### config.mk
export PLATFORM = sky130hd
export DESIGN_NAME = id_stage
export DESIGN_NICKNAME = d
export VERILOG_FILES = /design/src/rtl/id_stage.sv
export SDC_FILE = /design/constraint.sdc
export NUM_CORES = 1
export LEC_CHECK = 0
export ABC_CLOCK_PERIOD_IN_PS = 3330
export CAP_MARGIN = 20
export CORE_ASPECT_RATIO = 1.75
export CORE_UTILIZATION = 40
export CTS_BUF_LIST = sky130_fd_sc_hd__clkbuf_4 sky130_fd_sc_hd__clkbuf_8 sky130_fd_sc_hd__clkbuf_16
export CTS_CLUSTER_DIAMETER = 120
export DETAILED_ROUTE_END_ITERATION = 10
export PLACE_DENSITY = 0.77
export REMOVE_ABC_BUFFERS = 1
export SLEW_MARGIN = 15
export SYNTH_ARGS = -nofsm -noshare
export SYNTH_HDL_FRONTEND = slang
export SYNTH_SLANG_ARGS = --single-unit
### constraint.sdc
create_clock -name clk -period 3.33 [get_ports clk]
set_clock_uncertainty 0.1 [all_clocks]
set_input_delay 0.333 -clock clk [delete_from_list [all_inputs] [get_ports clk]]
set_output_delay 0.333 -clock clk [all_outputs]
set_load 0.05 [all_outputs]
### src/rtl/id_stage.sv
`default_nettype none
// ============================================================================
// Module   : id_stage
// Decode stage: IF/ID register, field decode, load-use stall, branch resolve.
// Optional return-address stack enabled by defining RAS_EN.
// Revision : 1.0
// ============================================================================
module id_stage #(
  parameter int RAS_DEPTH = 4
) (
  input  logic        clk,
  input  logic        rst,
  input  logic [15:0] if_pc,
  input  logic [15:0] if_inst,
  input  logic [15:0] rs_data,
  input  logic        ex_is_load,
  input  logic [2:0]  ex_rd,
  output logic [2:0]  rs_addr,
  output logic        stall,
  output logic        br,
  output logic [15:0] br_pc,
  output logic        id_valid,
  output logic [15:0] id_pc,
  output logic [15:0] id_inst,
  output logic [2:0]  id_rd,
  output logic [15:0] id_imm,
  output logic        id_is_load,
  output logic        id_we,
  output logic        halted
);

  localparam logic [4:0] c_OP_HALT  = 5'h01;
  localparam logic [4:0] c_OP_LOAD  = 5'h02;
  localparam logic [4:0] c_OP_STORE = 5'h03;
  localparam logic [4:0] c_OP_BZ    = 5'h10;
  localparam logic [4:0] c_OP_BNZ   = 5'h11;
  localparam logic [4:0] c_OP_JMP   = 5'h18;
  localparam logic [4:0] c_OP_CALL  = 5'h19;
  localparam logic [4:0] c_OP_RET   = 5'h1A;

  if (RAS_DEPTH < 2 || (RAS_DEPTH & (RAS_DEPTH - 1)) != 0) begin : g_depth_check
    $error("RAS_DEPTH must be a power of 2 and at least 2");
  end

  logic        r_valid;
  logic [15:0] r_pc;
  logic [15:0] r_inst;
  logic        r_halted;

  logic [4:0]  w_op;
  logic [2:0]  w_rs;
  logic [2:0]  w_rt;
  logic        w_is_halt, w_is_load, w_is_store, w_is_alu;
  logic        w_is_bz, w_is_bnz, w_is_jmp, w_is_call, w_is_ret;
  logic        w_ret_reads_rs;
  logic        w_reads_rs, w_reads_rt;
  logic        w_hazard, w_stall, w_fire, w_taken, w_br;
  logic [15:0] w_pc_inc, w_sext8, w_sext11, w_ret_pc, w_br_pc;

  assign w_op = r_inst[15:11];
  assign w_rs = r_inst[7:5];
  assign w_rt = r_inst[4:2];

  assign w_is_halt  = (w_op == c_OP_HALT);
  assign w_is_load  = (w_op == c_OP_LOAD);
  assign w_is_store = (w_op == c_OP_STORE);
  assign w_is_alu   = (w_op >= 5'h04) && (w_op <= 5'h0F);
  assign w_is_bz    = (w_op == c_OP_BZ);
  assign w_is_bnz   = (w_op == c_OP_BNZ);
  assign w_is_jmp   = (w_op == c_OP_JMP);
  assign w_is_call  = (w_op == c_OP_CALL);
  assign w_is_ret   = (w_op == c_OP_RET);

  assign w_pc_inc = r_pc + 16'd1;
  assign w_sext8  = {{8{r_inst[7]}}, r_inst[7:0]};
  assign w_sext11 = {{5{r_inst[10]}}, r_inst[10:0]};

`ifdef RAS_EN
  // Pointer counts outstanding calls past the ring size, so a deep unwind keeps
  // reading the ring (oldest slots already overwritten) instead of going empty.
  localparam int c_IW = $clog2(RAS_DEPTH);
  localparam int c_PW = c_IW + 4;

  logic [15:0]     r_ras [RAS_DEPTH];
  logic [c_PW-1:0] r_ras_ptr;
  logic [c_PW-1:0] w_ras_top;

  assign w_ras_top      = r_ras_ptr - c_PW'(1);
  assign w_ret_pc       = (r_ras_ptr == '0) ? 16'h0000 : r_ras[w_ras_top[c_IW-1:0]];
  assign w_ret_reads_rs = 1'b0;

  always_ff @(posedge clk) begin
    if (rst) begin
      r_ras_ptr <= '0;
      for (int i = 0; i < RAS_DEPTH; i++) r_ras[i] <= 16'h0000;
    end else if (w_fire && w_is_call) begin
      r_ras[r_ras_ptr[c_IW-1:0]] <= w_pc_inc;
      r_ras_ptr                  <= r_ras_ptr + c_PW'(1);
    end else if (w_fire && w_is_ret && (r_ras_ptr != '0)) begin
      r_ras_ptr <= w_ras_top;
    end
  end
`else
  assign w_ret_pc       = rs_data;
  assign w_ret_reads_rs = 1'b1;
`endif

  assign w_reads_rs = w_is_alu | w_is_store | w_is_load | w_is_bz | w_is_bnz |
                      (w_is_ret & w_ret_reads_rs);
  assign w_reads_rt = w_is_alu | w_is_store;

  assign w_hazard = r_valid & ex_is_load &
                    ((w_reads_rs & (w_rs == ex_rd)) | (w_reads_rt & (w_rt == ex_rd)));
  assign w_stall  = r_halted | w_hazard;
  assign w_fire   = r_valid & ~w_stall;
  assign w_taken  = (w_is_bz & (rs_data == 16'h0000)) | (w_is_bnz & (rs_data != 16'h0000)) |
                    w_is_jmp | w_is_call | w_is_ret;
  assign w_br     = w_fire & w_taken;

  always_comb begin
    w_br_pc = w_pc_inc + w_sext8;
    if (w_is_jmp || w_is_call) w_br_pc = w_pc_inc + w_sext11;
    else if (w_is_ret)         w_br_pc = w_ret_pc;
  end

  always_ff @(posedge clk) begin
    if (rst) begin
      r_valid  <= 1'b0;
      r_pc     <= 16'h0000;
      r_inst   <= 16'h0000;
      r_halted <= 1'b0;
    end else begin
      if (w_fire && w_is_halt) r_halted <= 1'b1;
      if (!w_stall) begin
        // The fetch captured on a redirect edge is wrong-path: squash it.
        if (w_br || r_halted) begin
          r_valid <= 1'b0;
        end else begin
          r_valid <= 1'b1;
          r_pc    <= if_pc;
          r_inst  <= if_inst;
        end
      end
    end
  end

  assign rs_addr    = w_rs;
  assign stall      = w_stall;
  assign br         = w_br;
  assign br_pc      = w_br_pc;
  assign id_valid   = w_fire;
  assign id_pc      = r_pc;
  assign id_inst    = r_inst;
  assign id_rd      = w_is_call ? 3'd7 : r_inst[10:8];
  assign id_imm     = w_is_call ? w_pc_inc : w_sext8;
  assign id_is_load = w_is_load;
  assign id_we      = w_is_load | w_is_alu | w_is_call;
  assign halted     = r_halted;

endmodule
`default_nettype wire

==> run_results.csv <==
group,metric,value,unit
clock_tree,cts_tree,"built",
cells_and_area,fin_util,0.7352,
critical_path,worstSetupStartpointType,"flop",
detailed_routing,vias,3930,
sta,rsz0062_at_grt,"yes",
clock_tree,clk_latency,0.29,ns
sta,setup_violations,7,
floorplan,core-area,7963,sq um
floorplan,io_pins,130,
global_route,met1_usage,0.3018,
cells_and_area,fin_nets,678,
global_route,globalRouteOverflowTotal,0,
clock_tree,cts.clk_slew.worst_paths,0.05,ns
floorplan,rows,43,
clock_tree,clockBufferDepth,2,
place,numPortBuffers,129,
clock_tree,cts.sinks,34,
cells_and_area,drive_gt1_frac,0.3311,
sta,whs,0.4380,ns
place,placed_cell_area,5319,sq um
critical_path,end_kind,"output pin",
floorplan,fp.dieW,70.70,um
floorplan,dieArea,8640,sq um
yosys,ys_ff_latch,34,
status,status,"complete, but fails checks",
sta,max_freq,0.2690,GHz
cells_and_area,area.growth.synth_to_final,77.23,%
detailed_routing,dr.pass1.iters,8,
yosys,synth-edff-count,0,
detailed_routing,wl_per_cell,18.55,um
sta,slew_headroom,0.5702,
yosys,ys_seq_area_frac,0.2061,
power,power_density,394.0,nW/um^2
clock_tree,cts-htree-levels,2,
sta,fin_crit,3.717,ns
cells_and_area,post-route-cell-area,5854,sq um
global_route,use_met2,0.5385,
yosys,synth_area_per_cell,8.156,sq um
place,gp_congestion,0.8783,
yosys,ys_warn_count,0,
cells_and_area,diodes,0,
critical_path,worst-setup-path-type,"reg2out",
global_route,antenna_found_initial,0,
clock_tree,hold_buffers,0,
critical_path,critPathMaxFanout,5,
critical_path,r2r_cells,8,
yosys,synth.distinct_cells,60,
detailed_routing,drt.antenna.violating_nets,0,
power,leakage,0.002660,uW
sta,post-route-period-util,1.116,
critical_path,crit_required,2.90,ns
floorplan,fp.dieH,122.2,um
sta,fin_ws,-0.3871,ns
global_route,grt_pass1_vias,4016,
yosys,syn_inst,405,
detailed_routing,wirelength,12820,um
status,violations,"design-rule violations, negative setup slack",
global_route,grt.busiest_layer,"met2",
yosys,synth_ff_type,"dfxtp_1",
global_route,use_met3,0.03777,
global_route,track_usage,0.2890,
global_route,grt_start_max_net_pins,35,
yosys,syn-cell-area,3303,sq um
critical_path,crit_arrival,3.28,ns
flow_run,drv_cap,0,
worst_hold_path,hold_path.class,"reg2reg",
sta,tightest_slew,0.6447,ns
sta,slew_violations,0,
power,ir_drop,0.3208,mV
worst_hold_path,hold_depth,2,
clock_tree,cts-root-buf,"clkbuf_16",
sta,hold_violations,0,
detailed_routing,vias_per_cell,5.687,
sta,fin_setup_tns,-1.848,ns
floorplan,initial_core_util,0.4148,
detailed_routing,route.detailed.drc,8,
clock_tree,cts_buffers,5,
place,dp_hpwl,9474,um
detailed_routing,drt_iter0_markers,229,
yosys,postSynth.asyncResetShare,0,
global_route,grt_pass1_wl,19480,um
## per-layer routing
metal	wire length [um]	vias to the layer above
li1	-	1856
met3	586	55
met2	6999	155
met5	0	-
met1	4400	1864
met4	833	0
## final cells by class
type,instances,area (sq um)
Fill cell,562,2108
Sequential cell,34,691.9
Clock buffer,7,146.4
Inverter,11,41.29
Tap cell,90,112.6
Timing Repair Buffer,208,2101
Clock inverter,1,5.005
Multi-Input combinational cell,340,2756
## where the power goes
group	switching (uW)	total (uW)	internal, uW
clock network	177	482	305
logic	735	1330	599
registers	51.8	490	438
## cells in the mapped netlist (8+ instances only)
| cell | n | share of area |
|---|---|---|
| nor2_1 | 60 | 0.068 |
| dfxtp_1 | 34 | 0.21 |
| mux2i_1 | 33 | 0.10 |
| xnor2_1 | 25 | 0.066 |
| ha_1 | 23 | 0.087 |
| nand2_1 | 22 | 0.025 |
| a21oi_1 | 21 | 0.032 |
| o21ai_0 | 19 | 0.029 |
| xor2_1 | 15 | 0.040 |
| a21o_1 | 11 | 0.025 |
| inv_1 | 11 | 0.013 |
| mux2_2 | 11 | 0.038 |
| nand3_1 | 8 | 0.012 |
| nor3_1 | 8 | 0.012 |
## flip-flops by register name, indices dropped and copies added (netlist names)
signal	flops
id_inst	16
halted	1
r_valid	1
id_pc	16
## repair_timing
| item | CTS | global route |
|---|---|---|
| buffers inserted | 6 | 3 |
| pin swaps | 24 | 18 |
| endpoints found under the setup margin | 8 | 11 |
| gates resized for setup | 33 | 33 |
## worst paths after layout
check,start,slack [ns],end
worst max-delay path,id_pc[1],-0.39,br_pc[12]
worst min-delay path,id_pc[14],0.44,id_pc[14]
worst max register to register,id_inst[7],0.75,id_pc[3]
worst min register to register,id_pc[14],0.44,id_pc[14]
## through the flow
stage	setup WS (ns)	cells	total power [uW]
after floorplan	-1.332	385	1182
after global placement	-0.1557	674	1724
after detailed placement	-0.2762	674	1739
after CTS	-0.3220	688	2260
after global routing	-0.5712	691	2393
final	-0.3871	691	2307
## critical path, stage by stage (launching register included)
cell,delay [ns]
dfxtp_4,0.37
ha_4,0.15
buf_6,0.12
nand3_4,0.09
xnor2_4,0.19
ha_4,0.23
a21o_1,0.18
a221o_1,0.41
a2111oi_4,0.37
buf_4,0.19
o31ai_4,0.09
o2111ai_2,0.18
o311a_1,0.20
o21ai_2,0.07
buf_12,0.18
## cell usage in the layout (no fill, tap or decap), types with 3 or more instances in the layout
master / netlist / routed
xnor2_1: 25 / 18
buf_4: 3 / 90
buf_6: 3 / 3
clkbuf_16: 0 / 7
xor2_2: 0 / 4
o21ai_2: 2 / 4
mux2i_1: 33 / 33
o21bai_1: 3 / 3
a21o_1: 11 / 11
nor3_1: 8 / 7
dfxtp_2: 0 / 3
a211oi_2: 0 / 3
nand2_1: 22 / 22
a31oi_1: 3 / 3
nand4_1: 6 / 6
xor2_1: 15 / 11
dfxtp_1: 34 / 29
a21oi_1: 21 / 20
nor2_2: 0 / 5
o21ai_0: 19 / 12
o21ai_1: 2 / 7
buf_12: 0 / 21
ha_4: 0 / 6
ha_1: 23 / 16
nor2_1: 60 / 55
inv_1: 11 / 11
o21ba_2: 5 / 5
or2_2: 3 / 3
nand2b_1: 4 / 4
clkdlybuf4s50_1: 0 / 92
mux2_2: 11 / 11
nor4_1: 6 / 6
a22oi_1: 5 / 5
nand3_1: 8 / 5
xnor2_2: 0 / 6
## kinds of logic (layout without fill, tap and decap cells)
kind of cell / after synthesis / count (layout) / share of synthesized area
and+or+nand+nor: 133 / 133 / 0.1932
adders and majority gates: 24 / 24 / 0.09318
DFF: 34 / 34 / 0.2061
AOI/OAI and AO/OA: 99 / 99 / 0.2163
xor gates and xnor gates: 40 / 40 / 0.1061
buffers and inverters: 31 / 227 / 0.04773
muxes: 44 / 44 / 0.1375
Power figures use the tool's default switching activity.
